### src/rtl/mmio_test_port_if.sv
// mmio_test_port_if
//   Groups the core data-bus store/load signals and the TX drain stream of
//   the MMIO test port into one bundle.
//   master : the core / host side (drives stores, accepts stream words)
//   slave  : the test port itself
//   Signals:
//     MemWrite, DataAdr[31:0], WriteData[31:0]  core -> port
//     ReadData[31:0], sel                         port -> core
//     out_valid, out_data[31:0]                   port -> consumer
//     out_ready                                   consumer -> port
interface mmio_test_port_if;
    logic        MemWrite;
    logic [31:0] DataAdr;
    logic [31:0] WriteData;
    logic [31:0] ReadData;
    logic        sel;
    logic        out_valid;
    logic [31:0] out_data;
    logic        out_ready;

    modport master (
        output MemWrite, DataAdr, WriteData, out_ready,
        input  ReadData, sel, out_valid, out_data
    );

    modport slave (
        input  MemWrite, DataAdr, WriteData, out_ready,
        output ReadData, sel, out_valid, out_data
    );
endinterface

### src/rtl/mmio_test_port.sv
// mmio_test_port
//   Memory-mapped responder for core stores into a 64-byte test window.
//   TXDATA stores are buffered in a circular FIFO drained over a
//   valid/ready stream; a HALT store latches a completion code and raises
//   sticky halt/pass/fail flags.
//   Ports:
//     clk        system clock, rising edge
//     reset      synchronous, active-low
//     bus        mmio_test_port_if.slave (store bus + TX stream)
//     halt       sticky, a HALT store has occurred
//     pass       halt and halt_code == PASS_CODE
//     fail       halt and halt_code != PASS_CODE
//     halt_code  first code written to HALT
//   Register map (byte offset in window):
//     0x00 CTRL   bit0 EN (RW, reset 1), bit1 CLR_OVF (write-1, reads 0)
//     0x04 STATUS {23'b0, OVF, HALT, FULL, EMPTY, COUNT[4:0]}
//     0x08 TXDATA write pushes into FIFO, reads 0
//     0x0C HALT   write latches code once, reads halt_code
//   Optional build macro MMIO_TEST_PORT_SIM_EN: prints each popped word and
//   ends simulation once halted with an empty FIFO. Without it the module
//   is fully synthesizable with identical port behaviour.
module mmio_test_port #(
    parameter logic [31:0] BASE_ADDR  = 32'h0200_0000,
    parameter int          FIFO_DEPTH = 16,
    parameter logic [31:0] PASS_CODE  = 32'd55
) (
    input  logic                   clk,
    input  logic                   reset,
    mmio_test_port_if.slave        bus,
    output logic                   halt,
    output logic                   pass,
    output logic                   fail,
    output logic [31:0]            halt_code
);
    localparam int PTR_W = $clog2(FIFO_DEPTH);
    localparam int CNT_W = PTR_W + 1;

    logic [PTR_W-1:0] wr_ptr;
    logic [PTR_W-1:0] rd_ptr;
    logic [CNT_W-1:0] count;
    logic [31:0]      mem [FIFO_DEPTH];
    logic             en;
    logic             ovf;

    logic             sel;
    logic [3:0]       idx;
    logic             wr_ctrl;
    logic             wr_tx;
    logic             wr_halt;
    logic             full;
    logic             empty;
    logic             push_req;
    logic             do_push;
    logic             pop;
    logic             ovf_set;
    logic [4:0]       count_5;
    logic [31:0]      status;
    logic [31:0]      rdata;
    logic [1:0]       unused_adr;

    assign unused_adr = bus.DataAdr[1:0];

    assign sel     = (bus.DataAdr[31:6] == BASE_ADDR[31:6]);
    assign idx     = bus.DataAdr[5:2];
    assign wr_ctrl = bus.MemWrite & sel & (idx == 4'd0);
    assign wr_tx   = bus.MemWrite & sel & (idx == 4'd2);
    assign wr_halt = bus.MemWrite & sel & (idx == 4'd3);

    assign full    = (count == CNT_W'(FIFO_DEPTH));
    assign empty   = (count == '0);
    assign pop     = ~empty & bus.out_ready;

    // A full FIFO still accepts a push when the head leaves in the same cycle.
    assign push_req = wr_tx & en & ~halt;
    assign do_push  = push_req & (~full | pop);
    assign ovf_set  = push_req & full & ~pop;

    always_ff @(posedge clk) begin
        if (!reset) begin
            wr_ptr    <= '0;
            rd_ptr    <= '0;
            count     <= '0;
            en        <= 1'b1;
            ovf       <= 1'b0;
            halt      <= 1'b0;
            halt_code <= '0;
        end else begin
            if (do_push) wr_ptr <= wr_ptr + PTR_W'(1);
            if (pop)     rd_ptr <= rd_ptr + PTR_W'(1);
            case ({do_push, pop})
                2'b10:   count <= count + CNT_W'(1);
                2'b01:   count <= count - CNT_W'(1);
                default: count <= count;
            endcase
            if (wr_ctrl) en <= bus.WriteData[0];
            // An overflow in the same cycle as CLR_OVF leaves OVF set.
            if (ovf_set)
                ovf <= 1'b1;
            else if (wr_ctrl && bus.WriteData[1])
                ovf <= 1'b0;
            if (wr_halt && !halt) begin
                halt      <= 1'b1;
                halt_code <= bus.WriteData;
            end
        end
    end

    // Storage has no reset; out_data is masked to zero while empty instead.
    always_ff @(posedge clk) begin
        if (reset && do_push) mem[wr_ptr] <= bus.WriteData;
    end

    assign pass = halt & (halt_code == PASS_CODE);
    assign fail = halt & (halt_code != PASS_CODE);

    assign bus.out_valid = ~empty;
    assign bus.out_data  = empty ? 32'd0 : mem[rd_ptr];
    assign bus.sel       = sel;

    assign count_5 = 5'(count);
    assign status  = {23'd0, ovf, halt, full, empty, count_5};

    always_comb begin
        rdata = '0;
        if (sel) begin
            case (idx)
                4'd0:    rdata = {31'd0, en};
                4'd1:    rdata = status;
                4'd3:    rdata = halt_code;
                default: rdata = '0;
            endcase
        end
    end

    assign bus.ReadData = rdata;

`ifdef MMIO_TEST_PORT_SIM_EN
    always @(posedge clk) begin
        if (reset) begin
            if (pop)
                $display("WriteData = %d", bus.out_data);
            if (halt && empty) begin
                if (pass)
                    $display("PASS");
                else
                    $display("FAIL code=%d", halt_code);
                $finish;
            end
        end
    end
`else
`endif

endmodule

### src/flat_wrapper.sv
// flat-port wrapper written by rule: the top's interface ports become plain ports
module mmio_test_port_flat 
#(
    parameter logic [31:0] BASE_ADDR  = 32'h0200_0000,
    parameter int          FIFO_DEPTH = 16,
    parameter logic [31:0] PASS_CODE  = 32'd55
)
  (clk, reset, halt, pass, fail, halt_code, bus_MemWrite, bus_DataAdr, bus_WriteData, bus_out_ready, bus_ReadData, bus_sel, bus_out_valid, bus_out_data);
  mmio_test_port_if bus_i ();
  input  logic clk;
  input  logic reset;
  output logic halt;
  output logic pass;
  output logic fail;
  output logic [31:0] halt_code;
  input wire logic [$bits(bus_i.MemWrite)-1:0] bus_MemWrite;
  input wire logic [$bits(bus_i.DataAdr)-1:0] bus_DataAdr;
  input wire logic [$bits(bus_i.WriteData)-1:0] bus_WriteData;
  input wire logic [$bits(bus_i.out_ready)-1:0] bus_out_ready;
  output wire logic [$bits(bus_i.ReadData)-1:0] bus_ReadData;
  output wire logic [$bits(bus_i.sel)-1:0] bus_sel;
  output wire logic [$bits(bus_i.out_valid)-1:0] bus_out_valid;
  output wire logic [$bits(bus_i.out_data)-1:0] bus_out_data;
  assign bus_i.MemWrite = bus_MemWrite;
  assign bus_i.DataAdr = bus_DataAdr;
  assign bus_i.WriteData = bus_WriteData;
  assign bus_i.out_ready = bus_out_ready;
  assign bus_ReadData = bus_i.ReadData;
  assign bus_sel = bus_i.sel;
  assign bus_out_valid = bus_i.out_valid;
  assign bus_out_data = bus_i.out_data;
  mmio_test_port #(.BASE_ADDR(BASE_ADDR), .FIFO_DEPTH(FIFO_DEPTH), .PASS_CODE(PASS_CODE)) u_core (.clk(clk), .reset(reset), .bus(bus_i), .halt(halt), .pass(pass), .fail(fail), .halt_code(halt_code));
endmodule
### config.mk
export PLATFORM = sky130hd
export DESIGN_NAME = mmio_test_port_flat
export DESIGN_NICKNAME = d
export VERILOG_FILES = /design/src/rtl/mmio_test_port_if.sv /design/src/rtl/mmio_test_port.sv /design/src/flat_wrapper.sv
export SDC_FILE = /design/constraint.sdc
export NUM_CORES = 1
export LEC_CHECK = 0
export BUFFER_PORTS_ARGS = -buffer_cell sky130_fd_sc_hd__buf_2
export CAP_MARGIN = 20
export CORE_ASPECT_RATIO = 0.9
export CORE_MARGIN = 4
export CORE_UTILIZATION = 60
export DETAILED_ROUTE_END_ITERATION = 10
export HOLD_SLACK_MARGIN = 0.06
export PLACE_DENSITY = 0.8
export SLEW_MARGIN = 20
export SYNTH_ARGS = -nofsm -noshare
export SYNTH_HDL_FRONTEND = slang
export SYNTH_SLANG_ARGS = --single-unit
### constraint.sdc
create_clock -name clk -period 13.8 [get_ports clk]
set_input_delay 2.76 -clock clk [delete_from_list [all_inputs] [get_ports clk]]
set_output_delay 2.76 -clock clk [all_outputs]
set_load 0.005 [all_outputs]
* Yosys cells after proc, flatten, opt, wreduce, memory -nomap -nowiden *
Memories as Yosys holds them, arrays and structs flattened. A register that Yosys moved wholly into a read port is not among the register bits.
Cells that the tools add are included.

operators by class
  muxes and demuxes = 10
  bitwise operators = 17
  add/subtract/negate cells = 4
  equality and inequality tests = 9
  reduce and logical (&&, ||, !) cells = 8

operator list
  kind                                                                       count
  32-bit case mux with 3 select lines                                        1
  32-bit two-way mux                                                         2
  32-bit by 6-bit equality test with 1-bit output (second input constant)    1
  32-bit by 6-bit inequality test with 1-bit output (second input constant)  1
  26-bit by 20-bit equality test with 1-bit output (second input constant)   1
  1-bit AND                                                                  12
  5-bit case mux with 2 select lines                                         1
  4-bit by 1-bit adder with 4-bit output (second input constant)             2
  4-bit by 2-bit equality test with 1-bit output (second input constant)     2
  4-bit two-way mux                                                          2
  5-bit by 1-bit adder with 5-bit output (second input constant)             1
  5-bit equality test (second input constant)                                1
  5-bit logical NOT                                                          1
  5-bit by 1-bit subtractor with 5-bit output (second input constant)        1
  4-bit by 1-bit equality test with 1-bit output (second input constant)     1
  4-bit logical NOT                                                          1
  1-bit two-way mux                                                          4
  1-bit NOT                                                                  4
  2-bit nonzero test                                                         2
  1-bit logical AND                                                          3
  2-bit by 1-bit equality test with 1-bit output (second input constant)     1
  2-bit equality test (second input constant)                                1
  1-bit logical NOT                                                          1
  1-bit bitwise OR                                                           1

storage, ports and cells
  output and inout port bits = 101
  memories = 1
  bits of input ports = 68
  memory bits (writable) = 512
  register bits after elaboration = 48

memories
  name        depth  bits a word  rd ports  clocked after memory_dff  wr ports  line                  source
  u_core.mem  16     32           1         1                         1         mmio_test_port.sv:41  logic [31:0] mem [FIFO_DEPTH];

* Depth between registers and ports, before layout *
Gate-level depths: netlist of run 1.

  depth in word-level cells = 9
  mapped depth = 11

* Worst setup path after synthesis of run 1 *
OpenSTA, ideal clock, no wires.

  path kind = input to output
  start = input port bus_DataAdr[13]
  end = output port bus_ReadData[0]
  path buffers = 1
  setup slack = 6,882 ps
  stages = 5
  data arrival time = 4,158 ps
  cells stage by stage = nor4_1 nand4_1 or3_1 buf_2 nor4_1

between the ends
  longest elaborated chain between the ends = 2

RTL lines
  item                                              line                   source
  from (decl)                                       flat_wrapper.sv:17     input wire logic [$bits(bus_i.DataAdr)-1:0] bus_DataAdr;
  26-bit by 20-bit equality test with 1-bit output  mmio_test_port.sv:63   assign sel = (bus.DataAdr[31:6] == BASE_ADDR[31:6]);
  32-bit two-way mux                                mmio_test_port.sv:125  if (sel) begin
  to (decl)                                         flat_wrapper.sv:20     output wire logic [$bits(bus_i.ReadData)-1:0] bus_ReadData;

No other way between the ends.

* Final worst setup path of run 1 *
  start = input port bus_DataAdr[8]
  end = output port bus_ReadData[18]

Same word-level chain as after synthesis.

==> impl_metrics.ini, run 1 <==
[floorplan]
rows = 66
boundaryPins = 169
dieArea_um2 = 40280
core-area_um2 = 36420
fp.dieW_um = 211.1
die_h_um = 190.8
start_util = 0.6117

[setup_path]
cp_slowest_cell = nor3b_2
path_class = in2out
r2r-start = u_core.halt
cpPeakStageDelay_ps = 870
reg2reg_depth = 6
crit_required_ps = 11040
critical_path_arrival_ps = 5390
cp_cell_sequence = buf_2, nor4_1, nand4_1, nor3b_2, buf_4, and2_1, buf_2
timing.reg2reg.setup_slack_ps = 9770
cp-start-kind = primary input
worst_path_most_repeated_cell = buf_2
r2r-end = u_core.mem[7][17]
critical_path.max_fanout = 19
worst_setup_path_end_kind = output port

[pwr]
power_density_nw_per_um2 = 137.8
finalPower_mw = 3.513
ir_drop_uv = 115.0
p_leak_nw = 8.572

[sta]
finalHoldViolCount = 0
maxSlewViolCount = 0
fmax_mhz = 122.7
setup_slack_ps = 5651
finalCritPeriodShare = 0.5905
tns_ps = 0
tightest_slew_ps = 1120
finalSetupViolCount = 0
skew_ps = 9.635
slew_headroom = 0.2520
min_period_ps = 8149
grt_setup_unrepaired = no

[place]
gp_congestion = 0.7791
port_buffers = 166
dp_worst_setup_slack_ps = 5709
placed_cells = 1700
hpwl_um = 28970

[clock_tree]
cts_hold_buf = 0
cts_resized = 0
cts_max_path_buffers = 3
cts_sinks = 564
cts-htree-levels = 2
cts_tree = yes
clk_pin_slew_ps = 60
cts_root_buf = clkbuf_16
post-cts-setup-buffers = 0
cts_made_buffers = 55
clk_latency_ps = 570

[drt]
dr.pass1.iters = 5
routedWlPerCell_um = 30.21
route.vias.total = 11970
dr.first_iter.drc_count = 1475
drc = 0
final_antenna_net_count = 0
viasPerCell = 6.638
wirelength_um = 54470

[synth]
ys_async_sr_fraction = 0
avgSynthCellArea_um2 = 20.42
syn_inst = 1091
yosysTopAreaCell = edfxtp_1
yosysUniqueCellTypes = 53
synth-edff-count = 512
yosysWarnings = 0
synth_area_leaders = edfxtp_1, mux4_2, dfxtp_1, mux2i_1, and2_1
synth_seq_cells = 564
syn_area_um2 = 22280
synth_ff_type = edfxtp_1
netlist.area_leader.share = 0.6901
yosysSeqAreaShare = 0.7369
synthesis.nets = 1168

[job]
max_cap_violations = 0

[global_route]
grt_pass1_vias = 12220
grt_pass1_wl_um = 80120
grtUsageTotal = 0.2719
grt_overflow_total = 0
antenna_found_initial = 1
grt_max_degree = 70

[cells_and_area]
fin_nets = 1358
final_cell_mix = edfxtp_1, buf_2, mux4_2, nor2_1
fin_util = 0.7002
mostFrequentLayoutCell = edfxtp_1
stdcell_count = 1803
areaGrowthSynthToFinish_pct = 14.47
drive_gt1_frac = 0.3499

[status]
status = complete, no violations

[worst_hold_path]
worstHoldPathType = reg2reg
hold-path-cell-count = 2
min-delay-start = u_core.rd_ptr[3]
==> registers in the layout, summed over array words and instances (netlist names), named ones only <==
signal            count
u_core.halt           1
u_core.halt_code     32
u_core.ovf            1
u_core.count          5
u_core.wr_ptr         4
u_core.en             1
u_core.mem          512
u_core.rd_ptr         4
==> metal layers <==
metal	up-vias	track usage	part of all wire
met3	110	0.05001	0.095
met1	6236	0.3904	0.38
li1	4863	-	-
met2	759	0.4402	0.50
met4	0	0.07604	0.026
met5	-	0	0
==> cell families after synthesis <==
logic type	synth area share
AND/OR/NAND/NOR	0.05133
flip-flops	0.7369
adder cells (fa/ha/maj)	0.005392
buffers and inverters	0.01415
AO/OA/AOI/OAI	0.01151
multiplexers	0.1796
XOR/XNOR	0.001180
==> final cells by class <==
type	instances	area (um2)
diodes	1	2.502
multi-input cells	465	5684
inverters	4	15.01
repair buffers	191	1022
clock buffers	76	1558
flip-flops and latches	564	16430
well taps	476	595.6
fillers	2178	10920
clock inverters	26	197.7
==> critical path, delay by kind of cell <==
kind,cells,cell delay [ps]
simple gates,4,1970
buf+inv,3,640
==> cell usage after synthesis, drive strengths merged (2+ instances only) <==
cell type,n
inv,4
a21oi,10
a31o,2
nand4,7
xor2,3
nor2,70
nor3,9
mux2i,37
and2,57
o311ai,2
nor4b,5
nor2b,4
buf,29
nor4,12
nand3,15
ha,8
or3,5
a21o,3
mux4,160
mux2,2
nand2,22
a22oi,8
edfxtp,512
nand2b,2
o21ai,6
clkbuf,29
dfxtp,52
==> how the worst max path moves through the flow <==
| stage | start | endpoint | slack [ps] | depth (start not counted) |
|---|---|---|---|---|
| after global placement | bus_DataAdr[13] | bus_ReadData[20] | 5770 | 7 |
| final | bus_DataAdr[8] | bus_ReadData[18] | 5650 | 7 |
| after global routing | bus_DataAdr[13] | bus_ReadData[18] | 5400 | 7 |
| after floorplan | bus_DataAdr[13] | bus_ReadData[0] | 6880 | 5 |
| after CTS | bus_DataAdr[8] | bus_ReadData[18] | 5710 | 7 |
| after detailed placement | bus_DataAdr[8] | bus_ReadData[18] | 5710 | 7 |
==> through the flow <==
stage | area (um2) | hold slack [ps]
floorplan | 22280 | 459.1
CTS | 25490 | 483.5
global placement | 23730 | 459.9
global route | 25500 | 517.9
finish | 25500 | 484.6
detailed placement | 23740 | 472.9
==> where the power goes <==
group          switching, mW  leakage (nW)  internal (mW)  total [mW]
registers             0.0122          5.02           1.86        1.87
logic                 0.0934          2.68         0.0871       0.181
clock network          0.617         0.872          0.842        1.46
total                  0.723          8.57           2.79        3.51
Note: power is estimated with default switching activity, not from simulation.
==> inputs of run 2 (changes only) <==
Clock period 13.8 ns to 8 ns, I/O delays scaled along.
==> run 2 against run 1 <==
Against the previous run: design area is 0.43% higher; non-clock buffer count is 2 higher; combinational power is 82% higher; hold slack better by 6.3 ps; critical path depth stayed put; clock skew is 3.0 ps higher; die area stayed put; total power is 74% higher; clock power is 76% higher; critical path type unchanged; highest routed layer is now met5.
==> impl_metrics.ini, run 2 (synthesized netlist as in run 1, its figures left out) <==
[setup_path]
critPathCapture = bus_ReadData[10]
critical_path_arrival_ps = 4350
crit_required_ps = 6400
path_class = in2out
r2r-end = u_core.mem[0][9]
critical_path.max_fanout = 19
worst_path_most_repeated_cell = buf_2
timing.reg2reg.setup_slack_ps = 3980
cp_slowest_cell = nor3b_2
cp-start-kind = primary input
cp_top_family = simple AND/OR/NAND/NOR gates
path_buf_inv = 3
reg2reg_depth = 6
worst_setup_path_end_kind = output port
cpPeakStageDelay_ps = 840
cp_cell_sequence = buf_2, nor4_1, nand4_1, nor3b_2, buf_4, and2_1, buf_2
r2r-start = u_core.halt
worst-path-stages = 7
startpoint = bus_DataAdr[13]

[floorplan]
die_h_um = 190.8
start_util = 0.6117
fp.dieW_um = 211.1
core-area_um2 = 36420
rows = 66
dieArea_um2 = 40280
boundaryPins = 169

[sta]
setup_slack_ps = 2048
min_period_ps = 5952
finalCritPeriodShare = 0.7440
fmax_mhz = 168.0
tightest_slew_ps = 1137
skew_ps = 12.60
tns_ps = 0
finalSetupViolCount = 0
finalHoldViolCount = 0
grt_setup_unrepaired = no
slew_headroom = 0.2406
maxSlewViolCount = 0

[worst_hold_path]
worstHoldPathType = reg2reg

[global_route]
grt_overflow_total = 0
grtUsageTotal = 0.2744
grt_max_degree = 51
grt_pass1_wl_um = 79900
antenna_found_initial = 3
grt_pass1_vias = 12060

[clock_tree]
clk_pin_slew_ps = 70
clk_latency_ps = 570
cts_sinks = 564
cts_max_path_buffers = 3
cts-htree-levels = 2
cts_root_buf = clkbuf_16
cts_tree = yes
post-cts-setup-buffers = 0
cts_made_buffers = 53
cts_hold_buf = 0
cts_resized = 0

[drt]
drc = 0
dr.first_iter.drc_count = 1249
viasPerCell = 6.547
wirelength_um = 54820
route.vias.total = 11810
final_antenna_net_count = 0
routedWlPerCell_um = 30.41
dr.pass1.iters = 5

[cells_and_area]
mostFrequentLayoutCell = edfxtp_1
areaGrowthSynthToFinish_pct = 14.96
regMostFlops = u_core.mem
fin_nets = 1358
final_cell_mix = edfxtp_1, buf_2, mux4_2, nor2_1, and2_1
drive_gt1_frac = 0.3514
largest_reg_flops = 512
reg_top3 = u_core.mem x512, u_core.halt_code x32, u_core.count x5

[job]
max_cap_violations = 0

[place]
port_buffers = 166
gp_congestion = 0.8072
hpwl_um = 29380
dp_worst_setup_slack_ps = 2146

[pwr]
power_density_nw_per_um2 = 239.1
ir_drop_uv = 193.4
p_leak_nw = 8.608

[status]
status = complete, no violations
## run 2: cell types whose count changed in the layout (fill, tap and decap cells not counted), sizes merged
cell and change:
clkinv -7, inv +2, clkbuf -1, clkinvlp +1, buf +2, bufinv +3
## run 2: worst min-delay path by stage
stage / from / end / slack, ps / cells past startpoint
floorplan: u_core.rd_ptr[3] / flip-flop / 460 / 2
global placement: u_core.rd_ptr[3] / flip-flop / 460 / 2
detailed placement: u_core.rd_ptr[3] / flip-flop / 480 / 2
CTS: u_core.rd_ptr[3] / flip-flop / 490 / 2
global route: u_core.rd_ptr[3] / flip-flop / 520 / 2
finish: u_core.rd_ptr[3] / flip-flop / 490 / 2
## run 2: cell type report
cell class	instances	area [um2]
Timing Repair Buffer	193	1091
Clock buffer	75	1501
Sequential cell	564	16430
Clock inverter	25	287.8
Multi-Input combinational cell	465	5690
Fill cell	2134	10810
Tap cell	476	595.6
Inverter	4	15.01
Antenna cell	1	2.502
## run 2: metrics by stage
stage | power, mW | cells | hold WS (ps) | cell area (um2) | util
floorplan | 3.494 | 1091 | 459.1 | 22280 | -
global placement | 3.600 | 1700 | 464.8 | 23760 | 0.6524
detailed placement | 3.608 | 1700 | 480.9 | 23770 | 0.6527
CTS | 6.147 | 1800 | 488.9 | 25560 | 0.7018
global route | 6.306 | 1803 | 522.2 | 25610 | 0.7032
finish | 6.122 | 1803 | 490.9 | 25610 | 0.7032
## run 2: report_power, final
part           internal, mW  switching [mW]
clock                  1.51            1.07
combinational         0.155           0.174
sequential             3.21          0.0110
## run 2: worst reg2reg max path, cell delays in order, from the launching register on
cell and delay [ps]:
dfxtp_1 370, nor2b_1 350, nand3_1 250, nor3_4 640
nand3b_2 520, nor3_2 920, buf_4 590
## run 2: routing by layer
metal	track usage	wire length [um]	up-vias
met2	0.4442	27340	720
met4	0.07455	1477	2
met3	0.05807	5455	102
met5	0	13	-
met1	0.3900	20540	6121
li1	-	-	4860
==> inputs of run 3 (changes only) <==
Settings changed: CORE_UTILIZATION 60 to 54, PLACE_DENSITY 0.8 to 0.76.
Clock period 8 ns to 5 ns, I/O delays scaled along.
==> run 3 against run 2 <==
Against the previous run: critical path depth shrank 2; wire length down 3.5%; sequential cell count is the same; global-route usage shrank 3.8 points; sequential share of layout area shrank 0.69 points; setup slack got worse by 1300 ps; count of clock-buffer cells in the layout down 2.
==> impl_metrics.ini, run 3 (synthesized netlist as in run 1, its figures left out) <==
[pwr]
power.internal_mw = 7.744
p_comb_frac = 0.054
clkPwrFrac = 0.415
p_sw_mw = 1.982
seq_power_share = 0.531
ir_drop_uv = 293.4
p_leak_nw = 8.707
swShare = 0.2038
power_density_nw_per_um2 = 375.7

[clock_tree]
clk_pin_slew_ps = 60
clk_latency_ps = 570
cts_tree = yes
cts-htree-levels = 2
cts_made_buffers = 54
cts_resized = 0
cts_max_path_buffers = 3
cts_sinks = 564
cts_hold_buf = 0
post-cts-setup-buffers = 0
cts_root_buf = clkbuf_16

[setup_path]
worst_setup_path_end_kind = output port
critical_path.max_fanout = 32
critical_path_arrival_ps = 3240
cp-start-kind = flip-flop
path_class = reg2out
crit_required_ps = 4000

[global_route]
grt_overflow_total = 0
grt_pass1_vias = 12100
grt_max_degree = 55
antenna_found_initial = 2
grt_pass1_wl_um = 78780
grtUsageTotal = 0.2362

[drt]
dr.first_iter.drc_count = 1550
wl_met3_um = 5542
final_antenna_net_count = 0
dr.pass1.iters = 5
met2_length_um = 25680
drc = 0
viasPerCell = 6.241
route.vias.total = 11770
wl_met1_um = 20300
wirelength_um = 52880
routedWlPerCell_um = 28.04
routed.top_layer = met4

[cells_and_area]
areaGrowthSynthToFinish_pct = 16.21
multiInputGateArea_um2 = 5678
num-fill-cells = 2691
final_cell_mix = edfxtp_1, buf_2, mux4_2, nor2_1, and2_1
regArea_um2 = 16430
mostFrequentLayoutCell = edfxtp_1
fin_util = 0.6357
regMostFlops = u_core.mem
fin_nets = 1381
reg_top3 = u_core.mem x512, u_core.halt_code x32, u_core.count x5
drive_gt1_frac = 0.3584
largest_reg_flops = 512

[sta]
tns_ps = 0
finalHoldViolCount = 0
finalSetupViolCount = 0
skew_ps = 14.25
finalCritPeriodShare = 0.8487
tightest_slew_ps = 1100
slew_headroom = 0.2659
min_period_ps = 4243
maxSlewViolCount = 0
fmax_mhz = 235.7
grt_setup_unrepaired = no

[worst_hold_path]
worstHoldPathType = reg2reg

[status]
status = complete, no violations

[job]
max_cap_violations = 0

[place]
hpwl_um = 31940
port_buffers = 166
gp_congestion = 0.8712

[floorplan]
boundaryPins = 169
dieArea_um2 = 44570
rows = 70
start_util = 0.5470
die_h_um = 200.7
core-area_um2 = 40730
fp.dieW_um = 222.1
[run 3: cell count changes in the layout (fill, tap and decap cells not counted)]
cell      delta
nor3_4       -1
clkinv_4     -2
buf_16       -1
buf_4       +13
nor4_1       +1
buf_12      +10
inv_1        -1
clkinv_1     +2
nor4_2       -1
clkbuf_8     -3
inv_2        +1
nor3_2       +1
inv_8        -1
clkbuf_1     +1
[run 3: layer usage]
metal,global-route usage,up-vias
li1,-,4900
met1,0.3329,6104
met2,0.3789,680
met3,0.05644,86
met4,0.06357,0
met5,0,-
[run 3: area by class of cell]
cell class,instances,area share
inverters,4,0.0005800
diodes,1,0.00009666
clock inverters,24,0.01029
flip-flops and latches,564,0.6345
well taps,540,0.02610
clock buffers,73,0.05655
repair buffers,215,0.05258
multi-input cells,465,0.2193
[run 3: power by group through the flow]
stage | registers [mW] | clock network (mW) | logic (mW)
2_1_floorplan | 5.24 | 0 | 0.345
3_3_place_gp | 5.27 | 0 | 0.520
3_5_place_dp | 5.27 | 0 | 0.530
4_1_cts | 5.17 | 4.08 | 0.537
5_1_grt | 5.17 | 4.29 | 0.572
6_report | 5.17 | 4.03 | 0.528
[run 3: metrics by stage]
stage,setup WS (ps),total power [mW],instance area (um2),hold slack [ps],cells
after global placement,793.4,5.787,24140,467.6,1787
after floorplan,154.7,5.590,22280,459.1,1091
after detailed placement,747.2,5.798,24160,495.3,1788
after global routing,590.1,10.03,25890,510.9,1885
after CTS,684.6,9.786,25890,505.9,1885
final,756.6,9.727,25890,499.7,1886
[run 3: final timing paths]
| path | from | cells past startpoint | endpoint | slack, ps |
|---|---|---|---|---|
| max | flip-flop | 5 | bus_out_data[30] | 760 |
| min | u_core.rd_ptr[3] | 2 | flip-flop | 500 |
| max reg2reg | u_core.count[0] | 9 | u_core.count[4] | 1550 |
| min reg2reg | u_core.rd_ptr[3] | 2 | flip-flop | 500 |
[run 3: critical path, stage by stage, from the launching register on]
cell and delay (ps):
dfxtp_4 810, buf_4 430, mux4_2 590, mux4_2 520, and2_1 180, buf_2 120
